**src/rtl/cart_pkg.sv**
```systemverilog
// Shared types and constants for the cartridge bus sequencer: FSM state type,
// SRAM window bounds and default phase timing.
package cart_pkg;

  typedef enum logic [2:0] {
    IDLE   = 3'd0,
    SETUP  = 3'd1,
    STROBE = 3'd2,
    HOLD   = 3'd3,
    DONE   = 3'd4
  } state_t;

  localparam logic [15:0] SRAM_BASE = 16'hA000;
  localparam logic [15:0] SRAM_LAST = 16'hBFFF;

  localparam int DEF_SETUP_CYC    = 2;
  localparam int DEF_STROBE_CYC   = 4;
  localparam int DEF_HOLD_CYC     = 1;
  localparam int DEF_CART_RST_CYC = 16;

endpackage

```
**src/rtl/cart_bus_ctrl_if.sv**
```systemverilog
// Request/response bundle between the system memory arbiter (master) and the
// cartridge bus sequencer (slave).
interface cart_bus_ctrl_if;
  logic        req;
  logic        we;
  logic [15:0] addr;
  logic [7:0]  wdata;
  logic        ack;
  logic [7:0]  rdata;
  logic        busy;

  modport master (output req, we, addr, wdata, input ack, rdata, busy);
  modport slave  (input req, we, addr, wdata, output ack, rdata, busy);
endinterface

```
**src/rtl/cart_rst_gen.sv**
```systemverilog
// Cartridge reset stretcher: holds cart_reset_l low for CART_RST_CYC clocks
// after reset_l is released, then raises ready for the bus sequencer.
module cart_rst_gen
  import cart_pkg::*;
#(
  parameter int CART_RST_CYC = DEF_CART_RST_CYC
) (
  input  logic clock,
  input  logic reset_l,
  output logic cart_reset_l,
  output logic ready
);

  localparam int CW = $clog2(CART_RST_CYC + 1);

  logic [CW-1:0] cnt;

  always_ff @(posedge clock or negedge reset_l) begin
    if (!reset_l) begin
      cnt   <= '0;
      ready <= 1'b0;
    end else if (!ready) begin
      if (cnt == CW'(CART_RST_CYC - 1)) ready <= 1'b1;
      cnt <= cnt + 1'b1;
    end
  end

  assign cart_reset_l = ready;

endmodule

```
**src/rtl/cart_bus_ctrl.sv**
```systemverilog
// Cartridge bus sequencer: one byte access per request with fixed
// setup/strobe/hold phases. Define CART_SRAM_EN to enable the SRAM chip-select decode.
module cart_bus_ctrl
  import cart_pkg::*;
#(
  parameter int SETUP_CYC    = DEF_SETUP_CYC,
  parameter int STROBE_CYC   = DEF_STROBE_CYC,
  parameter int HOLD_CYC     = DEF_HOLD_CYC,
  parameter int CART_RST_CYC = DEF_CART_RST_CYC
) (
  input  logic            clock,
  input  logic            reset_l,
  cart_bus_ctrl_if.slave  bus,
  output logic [15:0]     cart_address,
  output logic            cart_r_enable_l,
  output logic            cart_w_enable_l,
  output logic            cart_cs_sram_l,
  output logic            cart_reset_l,
  input  logic [7:0]      cart_data,
  output logic [7:0]      cart_wdata,
  output logic            cart_data_oe,
  output state_t          state
);

  localparam int MAX_PH = (SETUP_CYC > STROBE_CYC)
                          ? ((SETUP_CYC > HOLD_CYC) ? SETUP_CYC : HOLD_CYC)
                          : ((STROBE_CYC > HOLD_CYC) ? STROBE_CYC : HOLD_CYC);
  localparam int CW = $clog2(MAX_PH) + 1;

  state_t        state_nxt;
  logic [CW-1:0] cnt, cnt_nxt;
  logic          last;
  logic          accept;
  logic          ready;
  logic          in_access;
  logic          we_q;
  logic [15:0]   addr_q;
  logic [7:0]    wdata_q;
  logic [7:0]    rdata_q;

  cart_rst_gen #(.CART_RST_CYC(CART_RST_CYC)) u_rst_gen (
    .clock        (clock),
    .reset_l      (reset_l),
    .cart_reset_l (cart_reset_l),
    .ready        (ready)
  );

  // Handshake: req (with we/addr/wdata) is a level request taken on a clock
  // edge only while IDLE and ready; ack pulses for exactly one cycle in DONE,
  // so a held req restarts after one IDLE cycle.
  assign last = (cnt == '0);

  always_comb begin
    state_nxt = state;
    cnt_nxt   = cnt;
    accept    = 1'b0;
    case (state)
      IDLE: begin
        if (bus.req && ready) begin
          accept    = 1'b1;
          state_nxt = SETUP;
          cnt_nxt   = CW'(SETUP_CYC - 1);
        end
      end
      SETUP: begin
        if (last) begin
          state_nxt = STROBE;
          cnt_nxt   = CW'(STROBE_CYC - 1);
        end else begin
          cnt_nxt = cnt - 1'b1;
        end
      end
      STROBE: begin
        if (last) begin
          state_nxt = HOLD;
          cnt_nxt   = CW'(HOLD_CYC - 1);
        end else begin
          cnt_nxt = cnt - 1'b1;
        end
      end
      HOLD: begin
        if (last) begin
          state_nxt = DONE;
          cnt_nxt   = '0;
        end else begin
          cnt_nxt = cnt - 1'b1;
        end
      end
      DONE:    state_nxt = IDLE;
      default: state_nxt = IDLE;
    endcase
  end

  always_ff @(posedge clock or negedge reset_l) begin
    if (!reset_l) begin
      state   <= IDLE;
      cnt     <= '0;
      we_q    <= 1'b0;
      addr_q  <= 16'h0000;
      wdata_q <= 8'h00;
      rdata_q <= 8'h00;
    end else begin
      state <= state_nxt;
      cnt   <= cnt_nxt;
      if (accept) begin
        we_q    <= bus.we;
        addr_q  <= bus.addr;
        wdata_q <= bus.wdata;
      end
      // Capture on the edge that closes the final strobe cycle.
      if (state == STROBE && last && !we_q) rdata_q <= cart_data;
    end
  end

  assign in_access       = (state == SETUP) || (state == STROBE) || (state == HOLD);
  assign cart_address    = addr_q;
  assign cart_wdata      = wdata_q;
  assign cart_data_oe    = in_access && we_q;
  assign cart_r_enable_l = !((state == STROBE) && !we_q);
  assign cart_w_enable_l = !((state == STROBE) && we_q);

`ifdef CART_SRAM_EN
  logic sram_hit;
  assign sram_hit       = (addr_q >= SRAM_BASE) && (addr_q <= SRAM_LAST);
  assign cart_cs_sram_l = !(sram_hit && in_access);
`else
  assign cart_cs_sram_l = 1'b1;
`endif

  assign bus.ack   = (state == DONE);
  assign bus.rdata = rdata_q;
  assign bus.busy  = !ready || (state != IDLE);

endmodule

```
**src/flat_wrapper.sv**
```systemverilog
// flat-port wrapper written by rule: the top's interface ports become plain ports
module cart_bus_ctrl_flat import cart_pkg::*;
#(
  parameter int SETUP_CYC    = DEF_SETUP_CYC,
  parameter int STROBE_CYC   = DEF_STROBE_CYC,
  parameter int HOLD_CYC     = DEF_HOLD_CYC,
  parameter int CART_RST_CYC = DEF_CART_RST_CYC
)
  (clock, reset_l, cart_address, cart_r_enable_l, cart_w_enable_l, cart_cs_sram_l, cart_reset_l, cart_data, cart_wdata, cart_data_oe, state, bus_req, bus_we, bus_addr, bus_wdata, bus_ack, bus_rdata, bus_busy);
  cart_bus_ctrl_if bus_i ();
  input  logic clock;
  input  logic reset_l;
  output logic [15:0] cart_address;
  output logic cart_r_enable_l;
  output logic cart_w_enable_l;
  output logic cart_cs_sram_l;
  output logic cart_reset_l;
  input  logic [7:0] cart_data;
  output logic [7:0] cart_wdata;
  output logic cart_data_oe;
  output state_t state;
  input wire logic [$bits(bus_i.req)-1:0] bus_req;
  input wire logic [$bits(bus_i.we)-1:0] bus_we;
  input wire logic [$bits(bus_i.addr)-1:0] bus_addr;
  input wire logic [$bits(bus_i.wdata)-1:0] bus_wdata;
  output wire logic [$bits(bus_i.ack)-1:0] bus_ack;
  output wire logic [$bits(bus_i.rdata)-1:0] bus_rdata;
  output wire logic [$bits(bus_i.busy)-1:0] bus_busy;
  assign bus_i.req = bus_req;
  assign bus_i.we = bus_we;
  assign bus_i.addr = bus_addr;
  assign bus_i.wdata = bus_wdata;
  assign bus_ack = bus_i.ack;
  assign bus_rdata = bus_i.rdata;
  assign bus_busy = bus_i.busy;
  cart_bus_ctrl #(.SETUP_CYC(SETUP_CYC), .STROBE_CYC(STROBE_CYC), .HOLD_CYC(HOLD_CYC), .CART_RST_CYC(CART_RST_CYC)) u_core (.clock(clock), .reset_l(reset_l), .bus(bus_i), .cart_address(cart_address), .cart_r_enable_l(cart_r_enable_l), .cart_w_enable_l(cart_w_enable_l), .cart_cs_sram_l(cart_cs_sram_l), .cart_reset_l(cart_reset_l), .cart_data(cart_data), .cart_wdata(cart_wdata), .cart_data_oe(cart_data_oe), .state(state));
endmodule
```
**config.mk**
```make
export PLATFORM = sky130hd
export DESIGN_NAME = cart_bus_ctrl_flat
export DESIGN_NICKNAME = d
export VERILOG_FILES = /design/src/rtl/cart_pkg.sv /design/src/rtl/cart_bus_ctrl_if.sv /design/src/rtl/cart_rst_gen.sv /design/src/rtl/cart_bus_ctrl.sv /design/src/flat_wrapper.sv
export SDC_FILE = /design/constraint.sdc
export NUM_CORES = 1
export LEC_CHECK = 0
export CORE_ASPECT_RATIO = 0.5
export CORE_UTILIZATION = 44
export CTS_BUF_LIST = sky130_fd_sc_hd__clkbuf_8
export DETAILED_ROUTE_END_ITERATION = 6
export GPL_TIMING_DRIVEN = 0
export HOLD_SLACK_MARGIN = 0.02
export PLACE_DENSITY_LB_ADDON = 0.15
export SETUP_SLACK_MARGIN = 0.4
export SLEW_MARGIN = 20
export SYNTH_ARGS = -nofsm -noshare
export SYNTH_HDL_FRONTEND = slang
export SYNTH_SLANG_ARGS = --single-unit
```
**constraint.sdc**
```tcl
create_clock -name clock -period 2.1 [get_ports clock]
set_input_delay 0.21 -clock clock [delete_from_list [all_inputs] [get_ports clock]]
set_output_delay 0.21 -clock clock [all_outputs]
set_load 0.02 [all_outputs]
```
==> impl_results.md <==
* Area grow syn2layout at 53.0%
* HP Class: input pin to async pin
* Tot Pwr at around 4.4 mW
* Post-Place Setup Slack at about 0.26 ns
* Port Buffers at 76
* RSZ-0062 raised after global routing: yes
* Die Wd at 95.5 µm
* Setup violators final at 0
* MaxCap Viol Count at 0
* CTS tree: yes
* Share of layout cells above drive strength 1 at 32.7%
* Netlist cell types at 38
* Post-synthesis sequential area ratio at 58.6%
* NumNets Final at 257
* CTS Sinks at 45
* Max-Slew Margin vs Limit at between 50% and 60%
* H-tree depth at 2
* CP Data Required Time at 2.28 ns
* Max clock buf depth at 2
* Startpoint Class: register
* Yosys reg bits at 45
* Wire length per cell at 13.9 µm
* Number of synthesized flops with an enable pin at 0
* Hpwl dp at 2700 µm
* Fmax at approximately 600 MHz
* Routed vias at 1,324
* CP endpoint kind: register
* Maximum vdd ir drop at between 0.9 and 1 mV
* P per Cell Area at 1510 nW/µm²
* Antenna-violating nets left at 0
* Worst-path clk slew at 0.09 ns
* CTS Buf Count at 5
* Clk Latency, worst-skew pair at 0.29 ns
* Root Driver: clkbuf_8
* Net count after synthesis at 168
* Core area at 4040 µm²
* Worst-Margin Slew at approximately 0.7 ns
* YS warnings at 0
* Fraction of registers with async set/reset at 100%
* Post-Syn Area at 1920 µm²
* Outcome: completed
* Crit path max fanout at 8
* Largest net degree at the start of global routing at 25
* Initial Utilization at 47.6%
* Fillcell total at ~300
* Num ports at 78
* Die ar. at roughly 4700 µm²
* First-pass DRT Iterations at 4
* FP Rows at 16
* Leakage at 1.31 nW
* Total global-route track usage at 17.6%
* Synthesized instance count at 130
* 1st-iter DRT viols at 35
* Final WS setup at roughly 0.43 ns
* Main synth FF type: dfrtp_1
* WP data arrival at 1.85 ns
* Total grt overflow at 0
* DR vias/cell at 4.83
* Final min period at about 1.7 ns
* Die H at 48.8 µm
* Count of final hold-check violations at 0
* Final WL at between 3000 and 4000 µm
* RD Place Congestion at roughly 0.73
* Number of diodes at 0
* DR DRC count at 0
* Final Max Tran Viols at 0
* Vias in the first global route at 1,309
* Avg Synthesized Cell Area at around 15 µm²
* Final period util at 79.6%
* Setup_tns at 0 ns
* Initial antenna violation count at 0
* Global-route wire length before repair at roughly 6000 µm
* Final clock skew at 0.00811 ns
* Critical path class: register to register
-- registers in the layout, indices dropped and copies added, names as in the netlist --
register	count
u_core.state	3
u_core.cart_wdata	8
u_core.u_rst_gen.cnt	5
u_core.cart_address	16
u_core.u_rst_gen.cart_reset_l	1
u_core.we_q	1
u_core.bus.rdata	8
u_core.cnt	3
-- logic make-up (layout without fill, tap and decap cells) --
| kind of cell | Yosys count | in the layout | synth area share [%] |
|---|---|---|---|
| mux | 34 | 34 | 21.5 |
| xor+xnor | 3 | 3 | 1.37 |
| flops | 45 | 45 | 58.6 |
| compound gates | 12 | 12 | 4.43 |
| simple gates | 24 | 24 | 9.37 |
| fa+ha+maj | 2 | 2 | 1.30 |
| buf+inv | 9 | 99 | 3.32 |
| other cells | 1 | 1 | 0.195 |
-- per-stage QoR --
step	hold slack, ns	cell area, µm²	utilization, %	cells
after floorplan	-0.0856	1930	-	130
after global placement	0.454	2750	68.1	260
after global routing	0.479	2940	72.8	274
after CTS	0.457	2920	72.3	272
after detailed placement	0.246	2780	68.7	261
final	0.442	2940	72.8	274
-- per-layer routing --
metal  global-route usage (%)  vias up  share of wire [%]  routed length [µm]
li1                         -      639                  -                   -
met1                     21.8      632                 45                1710
met2                     28.5       51                 46                1770
met3                     7.86        2                8.1                 310
met4                     3.73        0               0.63                  24
met5                        0        -                  0                   0
-- critical path, stage by stage, from the launching register on --
cell	delay [ns]
dfrtp_1	0.42
nor3_2	0.19
or4b_4	0.49
buf_6	0.17
mux2_4	0.30
-- final cells by class --
cell class	count	area, µm²	area share [%]
Buffer	6	57.6	1.96
Clock buffer	6	82.6	2.81
Clock inverter	2	37.5	1.28
Inverter	3	11.3	0.383
Multi-Input combinational cell	76	741	25.2
Sequential cell	45	1130	38.4
Tap cell	54	67.6	2.30
Timing Repair Buffer	82	815	27.7
-- cells in the final DEF (no fill, tap or decap), drive strengths merged, types with 2 or more instances in the layout --
cell type and n:
mux2 34, nand4b 2, nand2b 2, nor2 3, nand2 5, dfrtp 45
a21oi 2, xnor2 3, o21ai 2, or3 2, clkdlybuf4s50 70, buf 14
clkbuf 8, inv 3, ha 2
-- final timing paths --
check / startpoint / endpoint / slack, ns / cells past startpoint
max in group asynchronous: reset_l / u_core.state[2] / 1.13 / 3
setup / recovery: u_core.cnt[2] / u_core.bus.rdata[2] / 0.43 / 4
hold / removal: reset_l / u_core.cart_address[6] / 0.44 / 2
hold reg to reg: u_core.u_rst_gen.cnt[3] / u_core.u_rst_gen.cnt[3] / 0.47 / 1
setup reg to reg: u_core.cnt[2] / u_core.bus.rdata[2] / 0.43 / 4
min in group clock: u_core.u_rst_gen.cnt[3] / u_core.u_rst_gen.cnt[3] / 0.47 / 1
-- cells in the mapped netlist (2+ instances only) --
cell	n	share of area (%)
mux2_4	8	6.2
mux2_1	2	1.2
o21ai_0	2	0.52
a21oi_1	2	0.52
nand2_1	5	0.98
inv_1	3	0.59
ha_1	2	1.3
mux2_2	24	14
or3_2	2	0.78
buf_4	2	0.78
dfrtp_1	45	59
nor2_1	3	0.59
xnor2_1	3	1.4
buf_6	3	1.8
-- where the power goes --
part | switching [mW] | internal, mW
combinational | 1.02 | 1.27
clock | 0.290 | 0.387
sequential | 0.221 | 1.25
total | 1.53 | 2.90
-- repair_timing --
action	CTS	global route
setup buffers	2	2
endpoints found under the hold margin	23	0
pin swaps	0	1
resized for setup	18	8
setup endpoints to repair	33	12
hold buffers	1	0
Note: power is estimated with default switching activity, not from simulation.
